`src/rtl/frame_mode_controller.sv`:
```
// frame_mode_controller
//   Sequences the camera-to-LCD output arbitrator. Raw mode switches are
//   debounced, and a new mode or threshold level is applied only in vertical
//   blanking, so that no frame is ever split between two modes. The block also
//   drives the stage enables, holds the threshold level and counts frames.
//
// Ports
//   iClk             system clock, rising edge
//   iRst_n           synchronous active-low reset
//   iFval            frame valid from capture (high during active frame)
//   iSelect[2:0]     raw mode switches
//   iKeyUp/iKeyDown  threshold keys, level, active-high, already debounced
//   oSelect[2:0]     applied mode to the arbitrator
//   oMode_Valid      oSelect is a legal mode (1..5)
//   oStage_En[4:0]   stage enables {cumhist, thresh, hist, gray, rgb}
//   oThresholdLevel  applied threshold level
//   oFrame_Count     completed frames since reset (wraps)
//   oSwitch_Pending  debounced mode or shadow threshold differs from applied
//
// state    | meaning
// ---------+-------------------------------------------------------------
// ST_SYNC  | after reset; wait for blanking so a partial frame is ignored
// ST_IDLE  | vertical blanking; pending mode/threshold is applied here
// ST_FRAME | active frame; outputs frozen until iFval falls
module frame_mode_controller #(
  parameter int DEBOUNCE_CYCLES = 16,
  parameter int THRESH_STEP     = 8,
  parameter int THRESH_DEFAULT  = 128
) (
  input  logic        iClk,
  input  logic        iRst_n,
  input  logic        iFval,
  input  logic [2:0]  iSelect,
  input  logic        iKeyUp,
  input  logic        iKeyDown,
  output logic [2:0]  oSelect,
  output logic        oMode_Valid,
  output logic [4:0]  oStage_En,
  output logic [7:0]  oThresholdLevel,
  output logic [15:0] oFrame_Count,
  output logic        oSwitch_Pending
);

  localparam int CW = (DEBOUNCE_CYCLES > 2) ? $clog2(DEBOUNCE_CYCLES) : 1;
  localparam logic [CW-1:0] CNT_MAX  = CW'(DEBOUNCE_CYCLES - 1);
  localparam logic [7:0]    THR_DEF  = 8'(THRESH_DEFAULT);
  localparam logic [7:0]    THR_STEP = 8'(THRESH_STEP);

  typedef enum logic [1:0] {
    ST_SYNC  = 2'd0,
    ST_IDLE  = 2'd1,
    ST_FRAME = 2'd2
  } state_t;

  state_t        state, state_nxt;
  logic [2:0]    s_q;
  logic [CW-1:0] db_cnt;
  logic [2:0]    sel_db;
  logic [7:0]    thr_shadow;
  logic          fval_d;
  logic          key_up_d;
  logic          key_down_d;

  logic          pending;
  logic          do_apply;
  logic          frame_end;
  logic          sel_match;
  logic          up_rise;
  logic          down_rise;
  logic [8:0]    thr_up_sum;
  logic [7:0]    thr_up;
  logic [7:0]    thr_down;

  function automatic logic [4:0] stage_decode(input logic [2:0] mode);
    logic [4:0] en;
    case (mode)
      3'd1:    en = 5'b00001;
      3'd2:    en = 5'b00011;
      3'd3:    en = 5'b00111;
      3'd4:    en = 5'b01011;
      3'd5:    en = 5'b10111;
      default: en = 5'b00000;
    endcase
    return en;
  endfunction

  assign pending    = (sel_db != oSelect) || (thr_shadow != oThresholdLevel);
  assign sel_match  = (iSelect == s_q);
  assign up_rise    = iKeyUp & ~key_up_d;
  assign down_rise  = iKeyDown & ~key_down_d;
  assign thr_up_sum = {1'b0, thr_shadow} + {1'b0, THR_STEP};
  assign thr_up     = thr_up_sum[8] ? 8'hFF : thr_up_sum[7:0];
  assign thr_down   = (thr_shadow < THR_STEP) ? 8'h00 : (thr_shadow - THR_STEP);

  always_comb begin
    state_nxt = state;
    do_apply  = 1'b0;
    frame_end = 1'b0;
    case (state)
      ST_SYNC: begin
        if (!iFval) state_nxt = ST_IDLE;
      end
      ST_IDLE: begin
        // A frame starting on this edge wins over a pending apply.
        if (iFval) state_nxt = ST_FRAME;
        else if (pending) do_apply = 1'b1;
      end
      ST_FRAME: begin
        if (!iFval && fval_d) begin
          frame_end = 1'b1;
          state_nxt = ST_IDLE;
        end
      end
      default: state_nxt = ST_SYNC;
    endcase
  end

  always_ff @(posedge iClk) begin
    if (!iRst_n) begin
      state           <= ST_SYNC;
      s_q             <= 3'd0;
      db_cnt          <= '0;
      sel_db          <= 3'd0;
      thr_shadow      <= THR_DEF;
      fval_d          <= 1'b0;
      key_up_d        <= 1'b0;
      key_down_d      <= 1'b0;
      oSelect         <= 3'd0;
      oMode_Valid     <= 1'b0;
      oStage_En       <= 5'b00000;
      oThresholdLevel <= THR_DEF;
      oFrame_Count    <= 16'd0;
      oSwitch_Pending <= 1'b0;
    end else begin
      state      <= state_nxt;
      fval_d     <= iFval;
      key_up_d   <= iKeyUp;
      key_down_d <= iKeyDown;

      // Debounce: db_cnt counts consecutive edges with iSelect == s_q; the
      // DEBOUNCE_CYCLES-th match (count already at max-1) loads sel_db.
      s_q <= iSelect;
      if (!sel_match) begin
        db_cnt <= '0;
      end else begin
        if (db_cnt != CNT_MAX) db_cnt <= db_cnt + CW'(1);
        if (db_cnt == CNT_MAX) sel_db <= s_q;
      end

      if (up_rise && !down_rise) thr_shadow <= thr_up;
      else if (down_rise && !up_rise) thr_shadow <= thr_down;

      if (do_apply) begin
        oSelect         <= sel_db;
        oThresholdLevel <= thr_shadow;
        oStage_En       <= stage_decode(sel_db);
        oMode_Valid     <= (sel_db >= 3'd1) && (sel_db <= 3'd5);
      end

      if (frame_end) oFrame_Count <= oFrame_Count + 16'd1;

      oSwitch_Pending <= pending;
    end
  end

endmodule
```
`config.mk`:
```
export PLATFORM = sky130hd
export DESIGN_NAME = frame_mode_controller
export DESIGN_NICKNAME = d
export VERILOG_FILES = /design/src/rtl/frame_mode_controller.sv
export SDC_FILE = /design/constraint.sdc
export NUM_CORES = 1
export LEC_CHECK = 0
export CORE_ASPECT_RATIO = 1.1
export CORE_UTILIZATION = 53
export CTS_CLUSTER_DIAMETER = 80
export DETAILED_ROUTE_END_ITERATION = 7
export GPL_TIMING_DRIVEN = 0
export PLACE_DENSITY_LB_ADDON = 0.15
export RECOVER_POWER = 100
export SETUP_SLACK_MARGIN = 0.1
export SYNTH_ARGS = -nofsm -noshare
export SYNTH_HDL_FRONTEND = slang
export SYNTH_SLANG_ARGS = --single-unit
```
`constraint.sdc`:
```
create_clock -name iClk -period 2.04 [get_ports iClk]
set_input_delay 0.306 -clock iClk [delete_from_list [all_inputs] [get_ports iClk]]
set_output_delay 0.306 -clock iClk [all_outputs]
set_load 0.05 [all_outputs]
```
---- Yosys cells after proc, flatten, opt, wreduce, memory -nomap -nowiden ----
Cells that the tools add are included.
cells by class
  $lt $le $gt $ge ......................... 3
  add/sub/neg operators ................... 4
  muxes and demuxes ....................... 14
  equality and inequality tests ........... 15
  bitwise operators ....................... 4
  reductions and logical operators ........ 13
operator list
  kind                                                                count
  2-to-1 mux 8 bit                                                    4
  case mux 5 bit (5 select lines)                                     1
  adder 16 x 1 -> 16 bit (second input constant)                      1
  adder 8 x 4 -> 9 bit (second input constant)                        1
  less-than comparator 8 x 4 -> 1 bit (second input constant)         1
  != test 8 bit                                                       1
  subtractor 8 x 4 -> 8 bit (second input constant)                   1
  == test 3 x 2 -> 1 bit (second input constant)                      2
  == test 3 bit (second input constant)                               2
  2-to-1 mux 2 bit                                                    3
  != test 2 bit (second input constant)                               3
  case mux 2 bit (3 select lines)                                     1
  2-to-1 mux 1 bit                                                    5
  adder 4 x 1 -> 4 bit (second input constant)                        1
  == test 4 bit (second input constant)                               1
  logical AND 1 bit                                                   4
  != test 4 bit (second input constant)                               1
  AND reduction 2 bit                                                 2
  == test 3 x 1 -> 1 bit (second input constant)                      1
  == test 3 bit                                                       1
  greater-or-equal comparator 3 x 1 -> 1 bit (second input constant)  1
  less-or-equal comparator 3 bit (second input constant)              1
  logical NOT 1 bit                                                   3
  != test 3 bit                                                       1
  other kinds (8)                                                     10
storage, ports and cells
  output and inout port bits .............. 34
  flip-flop bits (word level) ............. 57

---- Logic depth before layout (Yosys ltp) ----
  word-level depth ........................ 6
  mapped depth ............................ 7

---- Worst setup path before layout ----
OpenSTA, ideal clock, no wires.
  path type ............................... reg2reg
  start ................................... register oThresholdLevel[3]
  end ..................................... register oThresholdLevel[7]
  cell stages (with the launch flop) ...... 5
  arrival ................................. 1.910 ns
  clock period less this slack ............ 2.030 ns
  data required time ...................... 1.920 ns
  slack ................................... 0.010 ns
  setup time .............................. 0.120 ns
  cell sequence ........................... dfxtp_1 -> xor2_1 -> or4_4 -> o311a_1 -> a211o_1
between the ends
  word-level cells in the longest chain between the ends .. 5
RTL lines
  element                   RTL line  RTL
  start: declaration        39        output logic [7:0] oThresholdLevel,
  start signal: assignment  155       oThresholdLevel <= thr_shadow;
  != test 8 bit             87        assign pending = (sel_db != oSelect) || (thr_shadow != oThresholdLevel);
  logical OR 1 bit          87
  2-to-1 mux 1 bit          106       else if (pending) do_apply = 1'b1;
  2-to-1 mux 1 bit          105       if (iFval) state_nxt = ST_FRAME;
  2-to-1 mux 1 bit          99        case (state)
No other way between the ends.
A chain may end at the register's enable or synchronous reset.

---- Final worst setup path ----
  start ................................... register sel_db[2]
  end ..................................... register oThresholdLevel[6]
between the ends
  word-level cells in the longest chain between the ends .. 5
RTL lines
  element                   RTL line  RTL
  start: declaration        58        logic [2:0] sel_db;
  start signal: assignment  147       if (db_cnt == CNT_MAX) sel_db <= s_q;
  != test 3 bit             87
  logical OR 1 bit          87
  2-to-1 mux 1 bit          106
  2-to-1 mux 1 bit          105
  2-to-1 mux 1 bit          99
No other way between the ends.

==> impl_summary.txt <==
----------------------------------------------------
[Worst setup path]
  Critical path data arrival time ... 2200 ps
  Kind of critical path ... reg -> reg
  Slowest stage cell on the critical path ... sky130_fd_sc_hd__or4_1
  Crit Path Max Fanout ... 10
  Cell breakdown of the critical path ... buf_6 > xor2_1 > or4_1 > buf_2 > buf_6 > a21oi_1 > o311ai_2
  Buf+Inv Stages, Crit Path ... 3
  Largest stage delay on the critical path ... 500 ps
  Required @ worst endpoint ... 2210 ps
  Critical Path End Type ... register
  Startpoint class of the critical path ... register
  Largest delay contributor family on the critical path ... buffers and inverters
  Worst path most repeated cell ... sky130_fd_sc_hd__buf_6

[Placement]
  Gpl congestion ... 0.8787
  Sum of net half-perimeters after detailed placement ... 4.592 mm
  Count of input and output buffers ... 40
  Setup slack at placement ... -285.7 ps
  # placed instances ... 429

[Synth]
  Average footprint of a synthesized cell ... 8.452 µm²
  Number of warnings reported in the yosys synthesis log ... 0
  Total nets after synthesis ... 344
  Most frequently used flop master after synthesis ... sky130_fd_sc_hd__dfxtp_1
  Number of synthesized flops with an enable pin ... 0
  Number of register bits inferred by synthesis ... 53
  Number of instances in the synthesized netlist ... 331
  Synth cell types ... 52
  Summed instance area of the synthesized netlist ... 0.002798 mm²
  Async SR Flop Fraction ... 0%
  Share of the yosys chip area belonging to registers ... 37.92%

[Detailed routing]
  Average routed wire per standard cell ... 15.37 µm
  Detailed-routing iteration count for the pre-antenna-repair pass ... 8
  Antenna-violating nets left ... 0
  Amount of wire on met3 after detailed routing ... 370 µm
  Via density per instance ... 5.968
  DRT met1 WL ... 2.928 mm
  Met2 wire length ... 3.425 mm
  Total vias in the final route ... 2632
  Max Used Layer ... met4
  Violation count after the first detailed-route iteration ... 212
  Drt drc ... 3
  Post-Route WL ... 6.776 mm

[Die]
  Area of the die ... 0.005574 mm²
  Starting Density ... 55.58%
  Core area ... 0.005034 mm²
  Die Y-Extent ... 78.20 µm
  Chip Width ... 71.28 µm
  Number of placed I/O pins ... 42
  Standard-cell row count ... 27

[Finish]
  Most frequent cells in the layout ... 43 x sky130_fd_sc_hd__dfxtp_1, 34 x sky130_fd_sc_hd__nor2_1, 29 x sky130_fd_sc_hd__dlygate4sd3_1, 24 x sky130_fd_sc_hd__nand2_1
  Antenna diode count ... 0
  Post-Layout Cell Count ... 441
  Share of final-layout standard cells stronger than drive strength 1 ... 16.19%
  Number of nets in the layout ... 395
  Area growth from synthesis to layout ... 27.28%
  Most frequent standard cell in the layout excluding fill and tap cells ... sky130_fd_sc_hd__dfxtp_1
  Fillcell total ... 392

[Timing]
  Hold violation count in the final report ... 0
  Crit share post-route ... 99.37%
  Clock period minus final worst setup slack ... 2027 ps
  Layout Skew ... 8.253 ps
  Number of endpoints failing setup at the final stage ... 0
  Maximum clock frequency ... 493.3 MHz
  Final worst setup slack ... 12.90 ps
  Setup repair after global routing missed its margin ... true
  Worst slew margin ... 59.89%
  Hold Slack ... 427.4 ps
  Max-slew violation count ... 0
  Actual slew at the worst max-slew pin ... 604.2 ps

[Clock tree]
  Worst-skew pair later-pin latency ... 310 ps
  CTS Buffer Depth ... 2
  Clock-pin slew of the registers on the worst-case setup and hold paths ... 100 ps
  CTS HTree Levels ... 2
  # clock sinks ... 53
  TritonCTS buffer count ... 5
  TritonCTS clock tree ... built
  Master cell of the clock root buffer ... sky130_fd_sc_hd__clkbuf_8

[Power and ir drop]
  Power density over cell area ... 709.1 mW/mm²
  Leakage dissipation ... 1.438 nW
  Peak VDD IR ... 0.4264 mV
  Total power of the final layout ... 2.525 mW

[Global route]
  Vias in the first global route ... 2378
  Antenna violations before repair ... 0
  Total gr overflow ... 0
  Maximum number of pins on one net before global-route repair ... 17
  Total global-route track usage ... 23.56%
  Global-route wire length before repair ... 10.58 mm

[Outcome]
  Run status ... finished, violations left
  Violated checks ... DRC

[Job]
  Max Cap Viol ... 0

[Hold path]
  HP Class ... in -> reg

----------------------------------------------------
-- metal layers --
| layer | GRT usage, % | vias to the layer above |
|---|---|---|
| met2 | 42.00 | 103 |
| li1 | - | 1286 |
| met4 | 7.800 | 0 |
| met3 | 3.979 | 5 |
| met5 | 0 | - |
| met1 | 28.47 | 1238 |
-- layout make-up --
| cell class | instances | area (µm²) | share of cell area [%] |
|---|---|---|---|
| inverter | 9 | 33.78 | 0.9487 |
| tap | 58 | 72.57 | 2.038 |
| timing repair buffer | 44 | 395.4 | 11.10 |
| clock inverter | 2 | 38.79 | 1.089 |
| multi-input combinational | 243 | 1717 | 48.21 |
| buffer | 26 | 157.7 | 4.427 |
| clock buffer | 6 | 72.57 | 2.038 |
| sequential | 53 | 1074 | 30.15 |
-- power by group --
| group | switching [mW] | internal, mW |
|---|---|---|
| logic | 0.435 | 0.255 |
| registers | 0.0335 | 1.08 |
| clock network | 0.358 | 0.369 |
-- state kept, by name, summed over array words and instances, names as in the netlist --
signal,count
oFrame_Count,16
oThresholdLevel,6
thr_shadow,6
oStage_En,5
db_cnt,4
oSelect,3
s_q,3
sel_db,3
state,2
fval_d,1
key_down_d,1
key_up_d,1
oMode_Valid,1
oSwitch_Pending,1
-- per-stage QoR --
stage	TNS [ps]	utilization, %	cell area (µm²)
after floorplan	0	-	2808
after global placement	-3345	65.18	3281
after detailed placement	-3596	65.18	3281
after global routing	-8.243	70.74	3561
final	0	70.74	3561
after CTS	0	67.39	3392
-- synth_stat cells, types with 5 or more instances --
| cell | count | area, µm² |
|---|---|---|
| sky130_fd_sc_hd__dfxtp_1 | 53 | 1061 |
| sky130_fd_sc_hd__nor2_1 | 34 | 127.6 |
| sky130_fd_sc_hd__nand2_1 | 24 | 90.09 |
| sky130_fd_sc_hd__o21ai_0 | 18 | 90.09 |
| sky130_fd_sc_hd__xor2_1 | 18 | 157.7 |
| sky130_fd_sc_hd__a21oi_1 | 17 | 85.08 |
| sky130_fd_sc_hd__clkbuf_1 | 14 | 52.55 |
| sky130_fd_sc_hd__nand3_1 | 13 | 65.06 |
| sky130_fd_sc_hd__inv_1 | 9 | 33.78 |
| sky130_fd_sc_hd__nor3_1 | 9 | 45.04 |
| sky130_fd_sc_hd__o311ai_1 | 9 | 78.83 |
| sky130_fd_sc_hd__xnor2_1 | 8 | 70.07 |
| sky130_fd_sc_hd__and2_1 | 7 | 43.79 |
| sky130_fd_sc_hd__and3_1 | 7 | 43.79 |
| sky130_fd_sc_hd__nor4_1 | 7 | 43.79 |
| sky130_fd_sc_hd__buf_2 | 6 | 30.03 |
| sky130_fd_sc_hd__mux2i_1 | 6 | 60.06 |
| sky130_fd_sc_hd__or3_1 | 6 | 37.54 |
| sky130_fd_sc_hd__ha_1 | 5 | 62.56 |
| sky130_fd_sc_hd__nand4_1 | 5 | 31.28 |
-- path summary, 6_finish.rpt --
path	from	to	slack, ps	depth (start not counted)
worst max-delay path	sel_db[2]$_SDFFE_PN0P_	oThresholdLevel[6]$_SDFFE_PN0P_	10	7
worst min-delay path	iRst_n	oFrame_Count[13]$_SDFFE_PN0P_	430	3
worst max register to register	sel_db[2]$_SDFFE_PN0P_	oThresholdLevel[6]$_SDFFE_PN0P_	10	7
worst min register to register	oStage_En[1]$_SDFFE_PN0P_	oStage_En[1]$_SDFFE_PN0P_	470	2
-- cells by family (layout without fill, tap and decap cells) --
group	after synthesis	in the layout	synth area share, %
mux	6	6	2.147
fa+ha+maj	5	5	2.236
compound gates	66	66	15.88
flops	53	53	37.92
simple gates	139	139	26.79
buf+inv	35	87	6.306
xor+xnor	27	27	8.721
-- repair_timing --
action                                  4_1_cts  5_1_grt
endpoints found under the hold margin         0        0
setup buffers                                 0        3
hold buffers                                  0        0
cloned                                        0        1
pin swaps                                     0        2
endpoints found under the setup margin       10       21
resized for setup                             2       47
-- worst register-to-register path: stages (launching register included) --
cell and delay, ps:
sky130_fd_sc_hd__dfxtp_1 320, sky130_fd_sc_hd__buf_6 130, sky130_fd_sc_hd__xor2_1 180, sky130_fd_sc_hd__or4_1 500
sky130_fd_sc_hd__buf_2 220, sky130_fd_sc_hd__buf_6 190, sky130_fd_sc_hd__a21oi_1 210, sky130_fd_sc_hd__o311ai_2 150
No activity file was read; power rests on OpenSTA's default activity.
